`config.mk`:
```
export PLATFORM = sky130hd
export DESIGN_NAME = avk_comparator_debounce_flat
export DESIGN_NICKNAME = d
export VERILOG_FILES = /design/src/rtl/avk_comparator_debounce_if.sv /design/src/rtl/avk_comparator_debounce.sv /design/src/flat_wrapper.sv
export SDC_FILE = /design/constraint.sdc
export NUM_CORES = 1
export LEC_CHECK = 0
export CAP_MARGIN = 20
export CORE_UTILIZATION = 50
export CTS_BUF_LIST = sky130_fd_sc_hd__clkbuf_2
export DETAILED_ROUTE_END_ITERATION = 16
export PLACE_DENSITY = 0.67
export SYNTH_ARGS = -nofsm -noshare
export SYNTH_HDL_FRONTEND = slang
export SYNTH_SLANG_ARGS = --single-unit
```
`constraint.sdc`:
```
create_clock -name clock -period 2.3 [get_ports clock]
set_input_delay 0.23 -clock clock [delete_from_list [all_inputs] [get_ports clock]]
set_output_delay 0.23 -clock clock [all_outputs]
set_load 0.005 [all_outputs]
```
`src/rtl/avk_comparator_debounce_if.sv`:
```
// Purpose: bundles the run enable, the raw comparator inputs and the
// debounced outputs of avk_comparator_debounce into one port.
//   enable          run enable; low freezes outputs and clears debounce counts
//   pos_comparator  raw positive-threshold comparators, active-high
//   neg_comparator  raw negative-threshold comparators, active-low (idle 1)
//   reference       debounced reference state, one bit per channel
//   ref_edge        one-cycle pulse after a change of the matching reference bit
//   conflict        sticky flag: pos and neg debounced-active at the same time
// Modports:
//   master  the side that drives the comparators and watches the results
//   slave   the debounce block itself
// There is no valid/ready handshake on this bus: inputs are raw
// asynchronous levels and outputs are registered levels/pulses.
interface avk_comparator_debounce_if #(
    parameter int CHANNELS = 4
);
    logic                enable;
    logic [CHANNELS-1:0] pos_comparator;
    logic [CHANNELS-1:0] neg_comparator;
    logic [CHANNELS-1:0] reference;
    logic [CHANNELS-1:0] ref_edge;
    logic [CHANNELS-1:0] conflict;

    modport master (
        output enable,
        output pos_comparator,
        output neg_comparator,
        input  reference,
        input  ref_edge,
        input  conflict
    );

    modport slave (
        input  enable,
        input  pos_comparator,
        input  neg_comparator,
        output reference,
        output ref_edge,
        output conflict
    );
endinterface

```
`src/rtl/avk_comparator_debounce.sv`:
```
// Purpose: per-channel debounce of a positive/negative comparator pair and
// derivation of a reference state from the debounced edges.
//   MODE 0: pos rise sets reference, neg rise clears it.
//   MODE 1: pos rise toggles reference; neg only feeds conflict detection.
// Every raw bit goes through a 2-flop synchroniser, then its own debounce
// counter; the debounced level is accepted after DEBOUNCE_CYCLES
// consecutive disagreeing cycles. Reference updates one edge later, so a
// clean input change reaches reference after DEBOUNCE_CYCLES+3 edges.
// Ports:
//   clock  system clock, rising-edge active
//   reset  asynchronous active-low reset (release synchronised internally)
//   bus    avk_comparator_debounce_if slave modport (enable, comparators,
//          reference, ref_edge, conflict)
module avk_comparator_debounce #(
    parameter int CHANNELS        = 4,
    parameter int DEBOUNCE_CYCLES = 4000,
    parameter int MODE            = 0
) (
    input  logic                     clock,
    input  logic                     reset,
    avk_comparator_debounce_if.slave bus
);
    // Debounced bits are handled as one vector: pos in the low half,
    // neg in the high half.
    localparam int            N          = 2 * CHANNELS;
    localparam int            CW         = $clog2(DEBOUNCE_CYCLES + 1);
    localparam logic [CW-1:0] LAST_COUNT = CW'(DEBOUNCE_CYCLES - 1);
    localparam logic [N-1:0]  IDLE       = {{CHANNELS{1'b1}}, {CHANNELS{1'b0}}};

    logic [1:0]          rst_sync;
    logic                run_ok;
    logic [N-1:0]        raw;
    logic [N-1:0]        sync_1;
    logic [N-1:0]        sync_2;
    logic [N-1:0]        debounced;
    logic [CW-1:0]       count [N];

    logic [CHANNELS-1:0] pos_act;
    logic [CHANNELS-1:0] neg_act;
    logic [CHANNELS-1:0] pos_act_d;
    logic [CHANNELS-1:0] neg_act_d;
    logic [CHANNELS-1:0] pos_rise;
    logic [CHANNELS-1:0] neg_rise;
    logic [CHANNELS-1:0] both_act;
    logic [CHANNELS-1:0] ref_next;
    logic [CHANNELS-1:0] reference_q;
    logic [CHANNELS-1:0] ref_edge_q;
    logic [CHANNELS-1:0] conflict_q;

    // Reset asserts asynchronously everywhere, but the core only starts
    // running two edges after release, so nothing moves on the first edge.
    always_ff @(posedge clock or negedge reset) begin
        if (!reset) begin
            rst_sync <= 2'b00;
        end else begin
            rst_sync <= {rst_sync[0], 1'b1};
        end
    end

    assign run_ok = rst_sync[1];
    assign raw    = {bus.neg_comparator, bus.pos_comparator};

    // Synchronisers and debounce counters. The synchronisers run even with
    // enable low; the counters are held at zero so the debounced levels
    // cannot move and debouncing restarts from scratch on enable.
    always_ff @(posedge clock or negedge reset) begin
        if (!reset) begin
            sync_1    <= IDLE;
            sync_2    <= IDLE;
            debounced <= IDLE;
            for (int i = 0; i < N; i++) begin
                count[i] <= '0;
            end
        end else if (!run_ok) begin
            sync_1    <= IDLE;
            sync_2    <= IDLE;
            debounced <= IDLE;
            for (int i = 0; i < N; i++) begin
                count[i] <= '0;
            end
        end else begin
            sync_1 <= raw;
            sync_2 <= sync_1;
            for (int i = 0; i < N; i++) begin
                if (!bus.enable || (sync_2[i] == debounced[i])) begin
                    // Agreement (or a bounce back) discards any partial count.
                    count[i] <= '0;
                end else if (count[i] == LAST_COUNT) begin
                    count[i]     <= '0;
                    debounced[i] <= sync_2[i];
                end else begin
                    count[i] <= count[i] + CW'(1);
                end
            end
        end
    end

    // Both activity signals are active-high here; neg is inverted.
    assign pos_act  = debounced[CHANNELS-1:0];
    assign neg_act  = ~debounced[N-1:CHANNELS];
    assign pos_rise = pos_act & ~pos_act_d;
    assign neg_rise = neg_act & ~neg_act_d;
    assign both_act = pos_act & neg_act;

    always_comb begin
        ref_next = reference_q;
        for (int c = 0; c < CHANNELS; c++) begin
            if (!both_act[c]) begin
                if (MODE == 0) begin
                    if (pos_rise[c] && !neg_act[c]) begin
                        ref_next[c] = 1'b1;
                    end else if (neg_rise[c] && !pos_act[c]) begin
                        ref_next[c] = 1'b0;
                    end
                end else begin
                    if (pos_rise[c] && !neg_act[c]) begin
                        ref_next[c] = ~reference_q[c];
                    end
                end
            end
        end
    end

    // Output stage. The delayed activity copies are frozen with enable low
    // so a debounced rise that lands just before a freeze is still acted on
    // once the block runs again.
    always_ff @(posedge clock or negedge reset) begin
        if (!reset) begin
            pos_act_d   <= '0;
            neg_act_d   <= '0;
            reference_q <= '0;
            ref_edge_q  <= '0;
            conflict_q  <= '0;
        end else if (!run_ok) begin
            pos_act_d   <= '0;
            neg_act_d   <= '0;
            reference_q <= '0;
            ref_edge_q  <= '0;
            conflict_q  <= '0;
        end else if (bus.enable) begin
            pos_act_d   <= pos_act;
            neg_act_d   <= neg_act;
            reference_q <= ref_next;
            ref_edge_q  <= ref_next ^ reference_q;
            conflict_q  <= conflict_q | both_act;
        end else begin
            ref_edge_q  <= '0;
        end
    end

    assign bus.reference = reference_q;
    assign bus.ref_edge  = ref_edge_q;
    assign bus.conflict  = conflict_q;
endmodule

```
`src/flat_wrapper.sv`:
```
// flat-port wrapper written by rule: the top's interface ports become plain ports
module avk_comparator_debounce_flat 
#(
    parameter int CHANNELS        = 4,
    parameter int DEBOUNCE_CYCLES = 4000,
    parameter int MODE            = 0
)
  (clock, reset, bus_enable, bus_pos_comparator, bus_neg_comparator, bus_reference, bus_ref_edge, bus_conflict);
  avk_comparator_debounce_if #(.CHANNELS(CHANNELS)) bus_i ();
  input  logic clock;
  input  logic reset;
  input wire logic [$bits(bus_i.enable)-1:0] bus_enable;
  input wire logic [$bits(bus_i.pos_comparator)-1:0] bus_pos_comparator;
  input wire logic [$bits(bus_i.neg_comparator)-1:0] bus_neg_comparator;
  output wire logic [$bits(bus_i.reference)-1:0] bus_reference;
  output wire logic [$bits(bus_i.ref_edge)-1:0] bus_ref_edge;
  output wire logic [$bits(bus_i.conflict)-1:0] bus_conflict;
  assign bus_i.enable = bus_enable;
  assign bus_i.pos_comparator = bus_pos_comparator;
  assign bus_i.neg_comparator = bus_neg_comparator;
  assign bus_reference = bus_i.reference;
  assign bus_ref_edge = bus_i.ref_edge;
  assign bus_conflict = bus_i.conflict;
  avk_comparator_debounce #(.CHANNELS(CHANNELS), .DEBOUNCE_CYCLES(DEBOUNCE_CYCLES), .MODE(MODE)) u_core (.clock(clock), .reset(reset), .bus(bus_i));
endmodule
```
==> results.md <==
- Syn Nets: 652
- Count leader, synth: dfrtp_1
- Synthesis-to-layout area growth: 10.04%
- Startpoint types: flop
- Nets: 686
- Routed Antenna Nets: 0
- Worst path top cell family by delay: simple AND/OR/NAND/NOR gates
- Pwr Density: 563.7 nW/µm²
- Mean post-synth cell area: 10.51 µm²
- Gr usage total: 18.60%
- DR pass1 iterations: 6
- Worst-path clk slew: 0.20 ns
- Chip Height: 117.4 µm
- Worst r2r src: u_core.count[60]
- Slew Limit Fails: 0
- Worst-margin pin slew: 0.5675 ns
- CP Data Arrival Time: 2.46 ns
- Skew final: 0.02170 ns
- # rows: 41
- Stages on worst setup path: 5
- Flop2flop setup slack: 0.39 ns
- Sequential share of the synthesized area: 53.64%
- DRT iter0 DRCs: 218
- Die Wd: 117.4 µm
- GRT Max-Usage Layer: met2
- Clk pwr share: 35.1%
- Part of the power in registers: 61.4%
- GR Util met1: 23.84%
- Post-synth top area share: 48.90%
- Switching pwr: 0.0009630 W
- Worst setup path startpoint: u_core.count[60]
- Total Neg Setup Slack: 0 ns
- Initial antenna violation count: 0
- Inst Count DP: 815
- CTS Sinks: 142
- Fin Hold WS: 0.08540 ns
- CP Class: flop to flop
- Logic pwr share: 3.5%
- RSZ-0062 raised after global routing: no
- Final worst-path cycle share: 83.06%
- Initial core utilization: 52.08%
- Vias per std cell: 5.237
- Synthesized area: 6653 µm²
- Clock Tree Root: clkbuf_2
- Most used flip-flop cell after synthesis: dfrtp_1
- #FFs+latches synth: 142
- Status: finished, final reports clean
- Class of the worst hold path: primary input to asynchronous set/reset pin
- Worst R2R End: u_core.count[71]
- Crit-path cells: ha_1, and4_4, nor4b_4, or2_1, nor2_2
- Share of layout cells above drive strength 1: 14.85%
- TritonCTS clock tree: done
- Internal: 0.003164 W
- Final HPWL DP: 7762 µm
- H-tree depth: 4
- Max incr delay on CP: 0.50 ns
- Switching Share: 23.33%
- IO buf count: 22
- Total number of vias: 4462
- Final hold vios: 0
- # setup viols final: 0
- CTS buffer count: 17
- GR Util met2: 30.18%
- FMAX: 523.5 MHz
- WL per Instance: 13.36 µm
- Gpl congestion: 0.8109
- Die ar.: 13770 µm²
- Grt ovf: 0
- VDD IR-drop max: 0.0002646 V
- Largest net degree at the start of global routing: 61
- Top-Level Pins: 23
- Setup crit end: u_core.count[71]
- R2r worst-path depth: 5
- Worst skew pair latency: 0.67 ns
- Top cells by count, synth: 130 x dfrtp_1, 80 x nor2_1, 61 x nand2_1
- Gates resized, CTS repair: 0
- Core area: 12770 µm²
- Total of max-cap violations: 0
- Cell taking the most area after synthesis: dfrtp_1
- Warnings from Yosys: 0
- Slowest CP cell: or2_1
- Vias in the first global route: 4460
- Min Tclk post-route: 1.910 ns
- Crit-path max FO: 10
- Crit path required time: 2.85 ns
- Power, Total: 0.004127 W
- Final WL: 11380 µm
- Met3 Use GR: 5.204%
- Final std cells w/o fill: 852
- Max clock buf depth: 2
- EDFF count, synth: 0
- Setup crit end kind: flop
- Synth cell types: 44
- Largest cells by area after synthesis: dfrtp_1 49%, xnor2_1 6.1%, xor2_1 5.5%, dfstp_2 4.7%, nor2_1 4.5%
- First-pass GRT wire length: 20620 µm
- # DRC: 0
- WP buf/inv: 0
- Mapped Cells: 633
- Ant. Diodes: 0
- Leak: 2.950 nW
- Slew headroom: 62.17%
- Ys async rst share: 100.0%
## cell usage in the layout, fill, tap and decap left out, drive strengths merged, types with 11 or more instances in the layout
cell type and instances:
a21oi 11, clkdlybuf4s50 21, clkbuf 18, nor3 12, xnor2 46, nand3 24, dfrtp 130, xor2 42
dfstp 12, nand2b 13, nor2 120, inv 14, nand2 66, nand4 21, nor4 19
## area by class of cell
cell class	instances	area, µm²
fill	1127	5453
sequential	142	3568
multi-input combinational	461	2915
timing repair buffer	32	334.1
tap	172	215.2
clock inverter	14	148.9
clock buffer	18	90.09
inverter	13	48.80
## worst min path at each step
stage	startpoint	to	slack, ns	depth (start not counted)
2_1_floorplan	reset	u_core.bus.conflict[0]	-0.07	0
3_3_place_gp	reset	u_core.count[3]	0.25	1
3_5_place_dp	reset	u_core.count[14]	0.25	1
4_1_cts	bus_neg_comparator[2]	u_core.sync_1[6]	0.004	2
5_1_grt	reset	u_core.bus.conflict[0]	0.006	2
6_report	reset	u_core.bus.reference[3]	0.09	2
## routing by layer
metal	share of wire [%]	wire length [µm]	vias to the layer above
met1	47	5358	2187
met2	49	5589	59
met3	3.0	340	7
met4	0.80	91	0
li1	-	-	2209
met5	0	0	-
## registers in the layout (all words and copies together), names as in the netlist
register              flops
u_core.debounced          8
u_core.pos_act_d          4
u_core.bus.reference      4
u_core.sync_1             8
u_core.count             96
u_core.rst_sync           2
u_core.sync_2             8
u_core.bus.ref_edge       4
u_core.bus.conflict       4
u_core.neg_act_d          4
## kinds of logic (layout without fill, tap and decap cells)
group | Yosys count | count (layout) | synth area share, %
buffers and inverters | 30 | 77 | 2.539
DFF | 142 | 142 | 53.64
muxes | 5 | 5 | 0.7523
adders and majority gates | 8 | 8 | 1.505
xor gates and xnor gates | 88 | 88 | 11.59
AOI/OAI and AO/OA | 33 | 33 | 3.329
other | 1 | 1 | 0.05637
and+or+nand+nor | 326 | 326 | 26.59
## worst register-to-register path: cells and delay by family, from the launching register on
family,cells,cell delay [ns]
adders and majority gates,1,0.24
DFF,1,0.46
and+or+nand+nor,4,1.10
## power by group through the flow
stage | registers, W | logic [W] | clock network [W]
global route | 0.00254 | 0.000169 | 0.00163
floorplan | 0.00257 | 0.0000611 | 0
detailed placement | 0.00258 | 0.000146 | 0
CTS | 0.00253 | 0.000152 | 0.00151
global placement | 0.00258 | 0.000144 | 0
finish | 0.00253 | 0.000146 | 0.00145
## repair_timing
item | CTS | global route
hold endpoints to repair | 139 | 1
hold buffers | 4 | 1
buffers inserted | 0 | 0
## metrics by stage
stage,utilization (%),setup slack (ns),instance area [µm²]
detailed placement,55.05,0.2730,7032
global route,57.31,0.2270,7321
finish,57.31,0.3897,7321
global placement,55.05,0.3484,7032
CTS,57.23,0.3009,7311
floorplan,-,0.8217,6653
(Power assumes the default switching activity.)
